$ cat src/rtl/sha256_pkg.sv
// Shared SHA-256 types, constants and round helper functions.
package sha256_pkg;

    typedef enum logic [1:0] {StIdle, StComp, StAdd} state_e;

    // Field a lands in the top 32 bits, so a packed work_t doubles as H0..H7 / digest layout.
    typedef struct packed {
        logic [31:0] a;
        logic [31:0] b;
        logic [31:0] c;
        logic [31:0] d;
        logic [31:0] e;
        logic [31:0] f;
        logic [31:0] g;
        logic [31:0] h;
    } work_t;

    localparam work_t IV = 256'h6a09e667_bb67ae85_3c6ef372_a54ff53a_510e527f_9b05688c_1f83d9ab_5be0cd19;

    localparam logic [31:0] K [64] = '{
        32'h428a2f98, 32'h71374491, 32'hb5c0fbcf, 32'he9b5dba5,
        32'h3956c25b, 32'h59f111f1, 32'h923f82a4, 32'hab1c5ed5,
        32'hd807aa98, 32'h12835b01, 32'h243185be, 32'h550c7dc3,
        32'h72be5d74, 32'h80deb1fe, 32'h9bdc06a7, 32'hc19bf174,
        32'he49b69c1, 32'hefbe4786, 32'h0fc19dc6, 32'h240ca1cc,
        32'h2de92c6f, 32'h4a7484aa, 32'h5cb0a9dc, 32'h76f988da,
        32'h983e5152, 32'ha831c66d, 32'hb00327c8, 32'hbf597fc7,
        32'hc6e00bf3, 32'hd5a79147, 32'h06ca6351, 32'h14292967,
        32'h27b70a85, 32'h2e1b2138, 32'h4d2c6dfc, 32'h53380d13,
        32'h650a7354, 32'h766a0abb, 32'h81c2c92e, 32'h92722c85,
        32'ha2bfe8a1, 32'ha81a664b, 32'hc24b8b70, 32'hc76c51a3,
        32'hd192e819, 32'hd6990624, 32'hf40e3585, 32'h106aa070,
        32'h19a4c116, 32'h1e376c08, 32'h2748774c, 32'h34b0bcb5,
        32'h391c0cb3, 32'h4ed8aa4a, 32'h5b9cca4f, 32'h682e6ff3,
        32'h748f82ee, 32'h78a5636f, 32'h84c87814, 32'h8cc70208,
        32'h90befffa, 32'ha4506ceb, 32'hbef9a3f7, 32'hc67178f2
    };

    function automatic logic [31:0] rotr(input logic [31:0] x, input int unsigned n);
        return (x >> n) | (x << (32 - n));
    endfunction

    function automatic logic [31:0] ch(input logic [31:0] e, input logic [31:0] f,
                                       input logic [31:0] g);
        return (e & f) ^ (~e & g);
    endfunction

    function automatic logic [31:0] maj(input logic [31:0] a, input logic [31:0] b,
                                        input logic [31:0] c);
        return (a & b) ^ (a & c) ^ (b & c);
    endfunction

    function automatic logic [31:0] big_sigma0(input logic [31:0] x);
        return rotr(x, 2) ^ rotr(x, 13) ^ rotr(x, 22);
    endfunction

    function automatic logic [31:0] big_sigma1(input logic [31:0] x);
        return rotr(x, 6) ^ rotr(x, 11) ^ rotr(x, 25);
    endfunction

    function automatic logic [31:0] small_sigma0(input logic [31:0] x);
        return rotr(x, 7) ^ rotr(x, 18) ^ (x >> 3);
    endfunction

    function automatic logic [31:0] small_sigma1(input logic [31:0] x);
        return rotr(x, 17) ^ rotr(x, 19) ^ (x >> 10);
    endfunction

    function automatic work_t add_work(input work_t x, input work_t y);
        work_t s;
        s.a = x.a + y.a;
        s.b = x.b + y.b;
        s.c = x.c + y.c;
        s.d = x.d + y.d;
        s.e = x.e + y.e;
        s.f = x.f + y.f;
        s.g = x.g + y.g;
        s.h = x.h + y.h;
        return s;
    endfunction

endpackage

$ cat src/rtl/sha256_round.sv
// One combinational SHA-256 compression round.
module sha256_round
    import sha256_pkg::*;
(
    input  work_t       st_i,
    input  logic [31:0] w_i,
    input  logic [31:0] k_i,
    output work_t       st_o
);

    logic [31:0] t1;
    logic [31:0] t2;

    always_comb begin
        t1   = st_i.h + big_sigma1(st_i.e) + ch(st_i.e, st_i.f, st_i.g) + k_i + w_i;
        t2   = big_sigma0(st_i.a) + maj(st_i.a, st_i.b, st_i.c);
        st_o = '{a: t1 + t2, b: st_i.a, c: st_i.b, d: st_i.c,
                 e: st_i.d + t1, f: st_i.e, g: st_i.f, h: st_i.g};
    end

endmodule

$ cat src/rtl/sha256_multiblock_core.sv
// Multi-block SHA-256 engine, ROUNDS_PER_CYCLE rounds per clock, chaining H across blocks.
// Define SHA256_MIDSTATE_EN to add a loadable midstate used in place of IV on blk_first.
module sha256_multiblock_core
    import sha256_pkg::*;
#(
    parameter int unsigned ROUNDS_PER_CYCLE = 1
) (
    input  logic         clk,
    input  logic         rst,
`ifdef SHA256_MIDSTATE_EN
    input  logic         mid_load,
    input  logic [255:0] mid_data,
`endif
    input  logic         blk_valid,
    output logic         blk_ready,
    input  logic [511:0] blk_data,
    input  logic         blk_first,
    input  logic         blk_last,
    output logic         digest_valid,
    output logic [255:0] digest,
    output logic         busy
);

    localparam int unsigned R         = ROUNDS_PER_CYCLE;
    localparam logic [5:0]  LAST_STEP = 6'(64 / R - 1);

    if (!(R == 1 || R == 2 || R == 4 || R == 8)) begin : g_bad_rounds
        $error("ROUNDS_PER_CYCLE must be 1, 2, 4 or 8");
    end

    state_e      state_q, state_d;
    logic [5:0]  cnt_q, cnt_d;
    logic [31:0] w_q [16];
    logic [31:0] w_d [16];
    work_t       work_q, work_d;
    work_t       h_q, h_d;
    work_t       chain_q, chain_d;
    work_t       digest_q, digest_d;
    logic        last_q, last_d;
    logic        dv_q, dv_d;

    work_t       init_src;
    work_t       src;
    work_t       rnd [R + 1];
    logic [31:0] ext [16 + R];

`ifdef SHA256_MIDSTATE_EN
    work_t mid_q, mid_d;

    assign mid_d    = (state_q == StIdle && mid_load) ? work_t'(mid_data) : mid_q;
    assign init_src = mid_q;

    always_ff @(posedge clk) begin
        if (rst) mid_q <= IV;
        else     mid_q <= mid_d;
    end
`else
    assign init_src = IV;
`endif

    assign src = blk_first ? init_src : h_q;

    // ext[0..15] is the live window W[t..t+15]; ext[16..] are the words produced this edge.
    always_comb begin
        for (int i = 0; i < 16; i++) ext[i] = w_q[i];
        for (int j = 0; j < int'(R); j++) begin
            ext[16 + j] = small_sigma1(ext[14 + j]) + ext[9 + j]
                        + small_sigma0(ext[1 + j]) + ext[j];
        end
    end

    assign rnd[0] = work_q;

    for (genvar j = 0; j < int'(R); j++) begin : g_round
        logic [5:0] k_idx;
        assign k_idx = 6'(32'(cnt_q) * R + j);

        sha256_round u_round (
            .st_i (rnd[j]),
            .w_i  (ext[j]),
            .k_i  (K[k_idx]),
            .st_o (rnd[j + 1])
        );
    end

    always_comb begin
        state_d  = state_q;
        cnt_d    = cnt_q;
        w_d      = w_q;
        work_d   = work_q;
        h_d      = h_q;
        chain_d  = chain_q;
        last_d   = last_q;
        digest_d = digest_q;
        dv_d     = 1'b0;
        unique case (state_q)
            StIdle: begin
                if (blk_valid) begin
                    state_d = StComp;
                    cnt_d   = '0;
                    for (int i = 0; i < 16; i++) w_d[i] = blk_data[511 - 32 * i -: 32];
                    last_d  = blk_last;
                    chain_d = src;
                    work_d  = src;
                end
            end
            StComp: begin
                work_d = rnd[R];
                for (int i = 0; i < 16; i++) w_d[i] = ext[int'(R) + i];
                cnt_d  = cnt_q + 6'd1;
                if (cnt_q == LAST_STEP) state_d = StAdd;
            end
            StAdd: begin
                h_d = add_work(chain_q, work_q);
                if (last_q) begin
                    digest_d = h_d;
                    dv_d     = 1'b1;
                end
                state_d = StIdle;
            end
            default: state_d = StIdle;
        endcase
    end

    always_ff @(posedge clk) begin
        if (rst) begin
            state_q  <= StIdle;
            cnt_q    <= '0;
            for (int i = 0; i < 16; i++) w_q[i] <= '0;
            work_q   <= '0;
            h_q      <= IV;
            chain_q  <= '0;
            digest_q <= '0;
            last_q   <= 1'b0;
            dv_q     <= 1'b0;
        end else begin
            state_q  <= state_d;
            cnt_q    <= cnt_d;
            w_q      <= w_d;
            work_q   <= work_d;
            h_q      <= h_d;
            chain_q  <= chain_d;
            digest_q <= digest_d;
            last_q   <= last_d;
            dv_q     <= dv_d;
        end
    end

    assign blk_ready    = (state_q == StIdle);
    assign busy         = (state_q != StIdle);
    assign digest_valid = dv_q;
    assign digest       = digest_q;

endmodule

$ cat config.mk
export PLATFORM = sky130hd
export DESIGN_NAME = sha256_multiblock_core
export DESIGN_NICKNAME = d
export VERILOG_FILES = /design/src/rtl/sha256_pkg.sv /design/src/rtl/sha256_round.sv /design/src/rtl/sha256_multiblock_core.sv
export SDC_FILE = /design/constraint.sdc
export NUM_CORES = 2
export LEC_CHECK = 0
export BUFFER_PORTS_ARGS = -buffer_cell sky130_fd_sc_hd__buf_4
export CAP_MARGIN = 20
export CORE_UTILIZATION = 42
export DETAILED_ROUTE_END_ITERATION = 10
export SETUP_SLACK_MARGIN = 0.1
export SLEW_MARGIN = 0
export SYNTH_ARGS = -nofsm -noshare
export SYNTH_HDL_FRONTEND = slang
export SYNTH_SLANG_ARGS = --single-unit
$ cat constraint.sdc
create_clock -name clk -period 9.7 [get_ports clk]
set_input_delay 0.97 -clock clk [delete_from_list [all_inputs] [get_ports clk]]
set_output_delay 0.97 -clock clk [all_outputs]
set_load 0.1 [all_outputs]
==> qor.yml <==
synthesis:
  synth_area_um2: 88400
  synthTopCellsByArea: "dfxtp_1, nand2_1, ha_1"
  synthCells: 11300
  yosysSeqAreaShare_pct: 35.0
  synth_xor_xnor_area_share_pct: 5.82
  yosys-top-cells-count: "nand2_1, dfxtp_1, nor2_1, a21oi_1, clkbuf_1"
  syn_avg_cell_area_um2: 7.86
  synthArstFlopShare_pct: 0
  synth_top_area_cell: "dfxtp_1"
  post_synth_mux_area_share_pct: 0.874
  yosysWarnings: 0
  synth_flop_cell: "dfxtp_1"
  synth_most_common_cell: "nand2_1"
  synthesis.nets: 12400
  synth_top_family_by_area: "compound AO/OA/AOI/OAI gates"
  synth-compound-area-share_pct: 22.5
  yosys.area_share.simple_pct: 19.8
  synth_cell_types: 102
  synthAdderAreaFrac_pct: 10.3
  synth_top_area_share_pct: 35.0
  synth_edf_count: 0
  ys_seq_elements: 1546
timing:
  clock.fmax_mhz: 117
  drv_slew: 0
  fin_crit_sh_pct: 87.9
  finalSetupTns_ns: 0
  worst_slew_pin_slew_ns: 1.37
  rsz0062_at_grt: "no"
  clock-skew-final_ns: 0.0349
  fin_ws_ns: 1.17
  hold_viol_final: 0
  relSlewSlack_pct: 8.49
  setup_viol: 0
  period_needed_ns: 8.53
critical_path:
  cp_slowest_cell: "o311ai_0"
  cp_max_fo: 9
  start_kind: "register"
  slowest_delay_ns: 0.72
  end_kind: "register"
  cp_data_arrival_time_ns: 9.24
  required_ns: 10.41
  crit_type: "reg2reg"
place:
  portBuffers: 775
  dp_hpwl_um: 291000
  gp_congestion: 0.966
  dp_slack_ns: 1.38
  place_area_um2: 97200
routing:
  drc: 0
  drt-initial-drc-count: 8701
  drt_pre_antenna_iters: 6
  via_per_inst: 5.87
  num_vias: 85700
  wl_per_cell_um: 26.7
  ant_nets: 0
  routed_wl_um: 389000
worst_hold_path:
  min_path_type: "in2reg"
floorplanning:
  rows: 168
  core_area_um2: 209000
  dieHeight_um: 461
  start_util_pct: 42.2
  die_width_um: 461
  io_pins: 776
  fp.dieArea_um2: 212000
finish:
  area_growth_pct: 17.0
  nets: 12700
  drive_above_1_share_pct: 12.9
  fin_area_um2: 104000
clocking:
  cts.clk_slew.worst_paths_ns: 0.07
  tritoncts: "yes"
  holdBufCountCts: 0
  h-tree-depth: 4
  cts.repair.resized: 0
  ctsLongestPathBuffers: 3
  cts.sinks: 1546
  cts_buffers: 176
  clk_latency_ns: 0.90
  cts_root_buffer: "clkbuf_16"
  postCtsSetupBuffers: 0
global_routing:
  grt-ovfl-total: 0
  antenna_found_initial: 20
  grt_start_max_net_pins: 232
  grt_pass1_vias: 80700
  grtUsageTotal_pct: 35.6
  grt_pass1_wl_um: 558000
power:
  power_mw: 49.4
  switchingPower_mw: 23.4
  p_comb_share_pct: 69.8
  p_leak_nw: 43.1
  power_density_nw_per_um2: 477
  ir_worst_vdd_mv: 1.01
  p_int_mw: 26.0
  switching_share_pct: 47.5
  p_clk_share_pct: 14.7
  seq_power_share_pct: 15.4
run_status:
  status: "complete, no violations"
flow_run:
  max-cap-violations: 0
-- worst max-delay path, delay by kind of cell (launching register included) --
kind | cells | cell delay, ns
adders and majority gates | 6 | 2.13
buffers and inverters | 6 | 0.96
DFF | 1 | 0.33
xor gates and xnor gates | 3 | 0.62
AOI/OAI and AO/OA | 17 | 3.90
and+or+nand+nor | 2 | 0.38
-- stage by stage --
step	util [%]	cells	hold slack, ns
detailed placement	46.4	14300	0.448
global placement	46.4	14300	0.441
finish	49.4	14600	0.344
global route	49.4	14600	0.344
CTS	49.4	14600	0.296
floorplan	-	11300	0.431
-- cell type report --
cell class / instances / area [µm²]
fillers: 20500 / 106000
multi-input cells: 8364 / 52500
flip-flops and latches: 1546 / 31000
repair buffers: 1109 / 8610
clock buffers: 239 / 5040
well taps: 2805 / 3510
inverters: 436 / 1640
clock inverters: 84 / 1220
diodes: 10 / 25.0
-- sequential cells by signal, summed over array words and instances (netlist names) --
register / cells
state_q: 2
last_q: 1
digest_valid: 1
ext: 512
h_q: 256
chain_q: 256
cnt_q: 6
rnd: 256
digest: 256
-- cells in the final DEF, fill, tap and decap left out, types with 38 or more instances in the layout --
cell type,n
xnor2_1,368
o21a_1,73
o211ai_1,233
a31oi_1,72
inv_1,431
o21bai_1,50
nand3b_1,95
clkbuf_16,177
a311oi_1,495
dfxtp_1,1543
fa_1,195
nand3_1,129
ha_1,399
nor3b_1,97
a211oi_1,320
nand2_1,2147
a21oi_1,877
a21o_1,167
nor2_1,1257
xor2_1,214
a22oi_1,51
nand2b_1,48
o22ai_1,45
buf_4,1086
nor3_1,156
o21ai_0,308
clkbuf_8,38
-- logic make-up after synthesis --
group | count (synthesis)
and+or+nand+nor | 4169
AOI/OAI and AO/OA | 2934
DFF | 1546
buffers and inverters | 1348
adders and majority gates | 616
xor gates and xnor gates | 584
muxes | 61
-- metal layers --
metal | vias up | wire (µm) | GRT usage (%)
li1 | 39900 | - | -
met1 | 41600 | 163000 | 46.7
met2 | 3561 | 174000 | 55.9
met3 | 627 | 29500 | 5.75
met4 | 12 | 22500 | 18.8
met5 | - | 76 | 0
-- power by group through the flow --
stage	combinational [mW]	clock [mW]	sequential [mW]
4_1_cts	34.1	7.34	7.60
2_1_floorplan	18.8	0	7.21
3_5_place_dp	33.8	0	7.74
6_report	34.5	7.27	7.63
3_3_place_gp	34.0	0	7.72
5_1_grt	37.2	7.57	7.64
-- final timing paths --
kind | from | end | slack, ns | cells after the start
worst max-delay path | cnt_q[1] | rnd[511] | 1.17 | 34
worst min-delay path | blk_data[265] | ext[297] | 0.34 | 3
worst max register to register | cnt_q[1] | rnd[511] | 1.17 | 34
worst min register to register | digest[128] | digest[128] | 0.45 | 2
Note: power is estimated with default switching activity, not from simulation.
